<file path="src/rtl/bram_port_arbiter.sv">
// Clear sequencer and round-robin two-requester arbiter for one block-RAM port.
// Define BRAM_ARB_CLEAR_EN to zero the whole memory after reset before serving requests.
module bram_port_arbiter #(
    parameter int unsigned DATA_WIDTH = 36,
    parameter int unsigned ADDR_WIDTH = 9,
    parameter int unsigned DEPTH      = 1 << ADDR_WIDTH
) (
    input  logic                  clk_i,
    input  logic                  rst_ni,
    input  logic                  req0_en_i,
    input  logic                  req0_we_i,
    input  logic [ADDR_WIDTH-1:0] req0_addr_i,
    input  logic [DATA_WIDTH-1:0] req0_data_i,
    output logic                  req0_rdy_o,
    input  logic                  req1_en_i,
    input  logic                  req1_we_i,
    input  logic [ADDR_WIDTH-1:0] req1_addr_i,
    input  logic [DATA_WIDTH-1:0] req1_data_i,
    output logic                  req1_rdy_o,
    output logic                  rsp0_valid_o,
    output logic [DATA_WIDTH-1:0] rsp0_data_o,
    output logic                  rsp1_valid_o,
    output logic [DATA_WIDTH-1:0] rsp1_data_o,
    output logic                  mem_en_o,
    output logic                  mem_we_o,
    output logic [ADDR_WIDTH-1:0] mem_addr_o,
    output logic [DATA_WIDTH-1:0] mem_di_o,
    input  logic [DATA_WIDTH-1:0] mem_do_i,
    output logic                  init_o
);

    if (DEPTH > (1 << ADDR_WIDTH)) begin : g_depth_check
        $error("DEPTH exceeds the address space");
    end

    logic                  run;
    logic                  clearing;
    logic [ADDR_WIDTH-1:0] clr_addr;
    logic                  acc0, acc1;
    logic                  last_grant_q, last_grant_d;
    logic                  rsp_valid_q, rsp_valid_d;
    logic                  rsp_id_q, rsp_id_d;

`ifdef BRAM_ARB_CLEAR_EN
    typedef enum logic [0:0] {StClear, StRun} state_e;

    localparam logic [ADDR_WIDTH:0] ClrLast = (ADDR_WIDTH + 1)'(DEPTH - 1);

    state_e              state_q, state_d;
    logic [ADDR_WIDTH:0] clr_addr_q, clr_addr_d;

    always_ff @(posedge clk_i or negedge rst_ni) begin
        if (!rst_ni) begin
            state_q    <= StClear;
            clr_addr_q <= '0;
        end else begin
            state_q    <= state_d;
            clr_addr_q <= clr_addr_d;
        end
    end

    always_comb begin
        state_d    = state_q;
        clr_addr_d = clr_addr_q;
        if (state_q == StClear) begin
            clr_addr_d = clr_addr_q + 1'b1;
            if (clr_addr_q == ClrLast) begin
                state_d = StRun;
            end
        end
    end

    assign run      = (state_q == StRun);
    // Reset gates the clear write so the RAM port is quiet while reset is held.
    assign clearing = (state_q == StClear) && rst_ni;
    assign clr_addr = clr_addr_q[ADDR_WIDTH-1:0];
`else
    logic run_q;

    always_ff @(posedge clk_i or negedge rst_ni) begin
        if (!rst_ni) begin
            run_q <= 1'b0;
        end else begin
            run_q <= 1'b1;
        end
    end

    assign run      = run_q;
    assign clearing = 1'b0;
    assign clr_addr = '0;
`endif

    // A requester is ready when it would win, whether or not it is asking.
    assign req0_rdy_o = run && (!req1_en_i || last_grant_q);
    assign req1_rdy_o = run && (!req0_en_i || !last_grant_q);
    assign acc0       = req0_en_i && req0_rdy_o;
    assign acc1       = req1_en_i && req1_rdy_o;
    assign init_o     = run;

    always_comb begin
        last_grant_d = last_grant_q;
        rsp_valid_d  = 1'b0;
        rsp_id_d     = rsp_id_q;
        if (acc0) begin
            last_grant_d = 1'b0;
            rsp_valid_d  = !req0_we_i;
            rsp_id_d     = 1'b0;
        end else if (acc1) begin
            last_grant_d = 1'b1;
            rsp_valid_d  = !req1_we_i;
            rsp_id_d     = 1'b1;
        end
    end

    always_ff @(posedge clk_i or negedge rst_ni) begin
        if (!rst_ni) begin
            last_grant_q <= 1'b1;
            rsp_valid_q  <= 1'b0;
            rsp_id_q     <= 1'b0;
        end else begin
            last_grant_q <= last_grant_d;
            rsp_valid_q  <= rsp_valid_d;
            rsp_id_q     <= rsp_id_d;
        end
    end

    always_comb begin
        mem_en_o   = 1'b0;
        mem_we_o   = 1'b0;
        mem_addr_o = req0_addr_i;
        mem_di_o   = req0_data_i;
        if (clearing) begin
            mem_en_o   = 1'b1;
            mem_we_o   = 1'b1;
            mem_addr_o = clr_addr;
            mem_di_o   = '0;
        end else if (acc0) begin
            mem_en_o = 1'b1;
            mem_we_o = req0_we_i;
        end else if (acc1) begin
            mem_en_o   = 1'b1;
            mem_we_o   = req1_we_i;
            mem_addr_o = req1_addr_i;
            mem_di_o   = req1_data_i;
        end
    end

    assign rsp0_valid_o = rsp_valid_q && !rsp_id_q;
    assign rsp1_valid_o = rsp_valid_q && rsp_id_q;
    assign rsp0_data_o  = mem_do_i;
    assign rsp1_data_o  = mem_do_i;

endmodule

</file>
<file path="config.mk">
export PLATFORM = sky130hd
export DESIGN_NAME = bram_port_arbiter
export DESIGN_NICKNAME = d
export VERILOG_FILES = /design/src/rtl/bram_port_arbiter.sv
export SDC_FILE = /design/constraint.sdc
export NUM_CORES = 1
export LEC_CHECK = 0
export ABC_AREA = 1
export CAP_MARGIN = 20
export CORE_AREA = 3 3 97 99
export CTS_CLUSTER_DIAMETER = 60
export DETAILED_ROUTE_END_ITERATION = 12
export DIE_AREA = 0 0 100 102
export PLACE_DENSITY = 0.7
export SYNTH_ARGS = -nofsm -noshare
export SYNTH_HDL_FRONTEND = slang
export SYNTH_SLANG_ARGS = --single-unit
export TNS_END_PERCENT = 20
</file>
<file path="constraint.sdc">
create_clock -name clk_i -period 3.3 [get_ports clk_i]
set_input_delay 0.66 -clock clk_i [delete_from_list [all_inputs] [get_ports clk_i]]
set_output_delay 0.66 -clock clk_i [all_outputs]
set_load 0.02 [all_outputs]
</file>
==> impl_metrics.toml <==
[status]
run_status = "completed"

[synth]
synthMostInstantiatedCell = "nand2_1"
synth.net_count = 391
synthTopCellsByArea = "buf_4 (37%), nand2_1 (25%), nand4_1 (20%)"
ys_async_rst_share = 1.00
synthDominantAreaCellType = "buf_4"
mappedNetlistArea_mm2 = 0.00153
synth_sequential_area_ratio = 0.0663
post_synth_num_cell_types = 16
top_flip_flop_cell_by_instance_count_after_synthesis = "dfrtp_1"
synth_warnings = 0
synth_enable_flop_cells = 0
yosysTopAreaCellShare = 0.368
synth_top_cells_by_count = "nand2_1 (100), buf_4 (75), nand4_1 (49)"
yosys_register_bits = 4
synth_cells = 259
syn-mean-instance-area_um2 = 5.90

[global_routing]
grt_pass1_wl_mm = 8.98
grt_antenna_before_repair = 0
global_route.overflow_total = 0
grt_start_max_net_pins = 49
grtUsageTotal = 0.106
via_count_of_the_first_global_routing_pass = 1882

[routing]
avgViaCountPerCell = 4.29
routed_wire_length_per_instance_um = 13.8
totalWireLength_mm = 5.93
detail_route.iter0.violations = 52
drc_errors = 0
drt_pass1_iterations = 4
route.antenna.remaining_nets = 0
num_vias = 1844

[sta]
final_period_minus_worst_setup_slack_ps = 3090
post-route-period-util = 0.936
report.final.slew_viol_count = 0
fmaxAchievable_ghz = 0.324
final.hold.worst_slack_ps = 487
setup-violations-final = 0
final_hold_viol_count = 0
finalSetupTns_ps = 0
grt_setup_unrepaired = "false"
finalClockSkew_ps = 3.60

[clock_tree]
ctsLongestPathBuffers = 2
ctsHtreeMaxLevel = 1
cts_tree = "built"
clk_transition_reported_paths_ps = 30
ctsRootBufferMaster = "clkbuf_8"
post-cts-setup-buffer-count = 0
clkSinkCount = 4
postCtsHoldBufs = 0
cts_resized = 0
tritoncts.num_buffers = 3
clk-insertion-delay-late_ps = 210

[floorplanning]
design.core.area_mm2 = 0.00864
floorplan.initialDensity = 0.177
total_die_area_mm2 = 0.0102
boundaryPins = 256
die_w_um = 100
num_rows = 34
chipHeight_um = 102

[layout]
drive_above_1_share = 0.0435
diodes = 0
area_growth_syn_to_layout_pct = 66.5
num-nets-final = 455
filler_cell_count = 939

[job]
drv_cap = 0

[critical_path]
critPathBufInv = 3
critical_path.cell_chain = "clkdlybuf4s50_1 > nand2_2 > buf_4 > nand4_1 > nand2_1 > clkdlybuf4s50_1"
reg_to_reg_critical_path_startpoint = "init_o$_DFF_PN0_"
path_common_cell = "clkdlybuf4s50_1"
r2r_setup_slack_ps = 1790
rr_worst_depth = 4
worst_ep_arrival_time_ps = 2430
critical_path_class = "primary input to output pin"
worst_path_largest_cell_delay_ps = 600
reg2reg_to = "rsp_id_q$_DFFE_PN0P_"
master_of_the_slowest_instance_on_the_critical_path = "clkdlybuf4s50_1"
critical_path.endpoint_type = "output pin"
cpLargestDelayFamily = "buffers and inverters"
critPathMaxFanout = 27
setup_crit_start_kind = "primary input"
cp_data_required_time_ps = 2640

[hold_path]
min_to = "last_grant_q$_DFFE_PN1P_"
hold-path-cell-count = 2
source_of_the_worst_hold_timing_path = "last_grant_q$_DFFE_PN1P_"
holdCritPathClass = "register to register"

[pwr]
cellLeakagePower_uw = 0.00114
power_density_mw_per_mm2 = 241
power.ir.vdd_worst_uv = 141

[placed_design]
port_buffers = 147
detailedPlacementHpwl_mm = 4.81
place.gp.congestion = 0.663
[per-stage QoR]
stage | utilization | setup slack, ps | instances | instance area, um^2 | power (uW)
after floorplan | - | 1170 | 259 | 1530 | 393
after global placement | 0.290 | 216 | 426 | 2500 | 505
after detailed placement | 0.290 | 186 | 426 | 2500 | 511
after CTS | 0.295 | 186 | 430 | 2550 | 622
after global routing | 0.295 | 69.1 | 430 | 2550 | 656
final | 0.295 | 212 | 430 | 2550 | 613
[logic make-up after synthesis]
family	after synthesis	share of synthesized area
and+or+nand+nor	152	0.458
buffers and inverters	100	0.466
DFF	4	0.0663
AOI/OAI and AO/OA	2	0.00655
other	1	0.00245
[cell type report]
class	instances	area (um^2)	area share
timing repair buffer	153	1520	0.599
multi-input combinational	155	717	0.282
tap	108	135	0.0531
sequential	4	103	0.0403
clock buffer	4	45.0	0.0177
inverter	6	22.5	0.00885
[registers in the layout, summed over array words and instances, names as in the netlist]
name	flops
init_o	1
last_grant_q	1
rsp_id_q	1
rsp_valid_q	1
[worst reg2reg max path, cell delays in order, from the launching register on]
cell,delay [ps]
dfrtp_2,660
buf_4,410
nand3_1,190
nand2_1,90
nand2_1,50
[report_power, final]
part / leakage (uW) / total (uW) / internal [uW] / switching, uW
sequential: 0.0000458 / 68.4 / 57.8 / 10.6
combinational: 0.00108 / 438 / 235 / 203
clock: 0.0000228 / 107 / 82.4 / 24.2
total: 0.00114 / 613 / 375 / 238
[how the worst max path moves through the flow]
stage	start	depth (start not counted)	endpoint
CTS	req0_en_i	6	mem_di_o[25]
floorplan	req1_en_i	4	req0_rdy_o
global placement	req0_en_i	6	mem_di_o[25]
detailed placement	req0_en_i	6	mem_di_o[25]
finish	req0_en_i	6	mem_di_o[32]
global route	req0_en_i	6	mem_di_o[25]
[routing by layer]
layer | global-route usage | vias up | share of wire
met5 | 0 | - | 0
met4 | 0.0466 | 0 | 0.027
met2 | 0.202 | 117 | 0.53
met3 | 0.0253 | 24 | 0.095
li1 | - | 903 | -
met1 | 0.111 | 800 | 0.35
[cell usage in the layout, fill, tap and decap left out]
master	synthesis	final
clkdlybuf4s50_1	0	146
nand2_1	100	99
nand4_1	49	49
inv_1	6	6
buf_4	75	5
clkbuf_8	0	3
a21oi_1	2	2
dfrtp_1	3	2
nand2_2	0	1
nand3_2	1	1
nor2_1	1	1
nand3_1	1	1
clkbuf_1	3	1
dfrtp_2	0	1
conb_1	1	1
buf_2	8	1
dfstp_2	1	1
buf_12	0	1
Note: power is estimated with default switching activity, not from simulation.
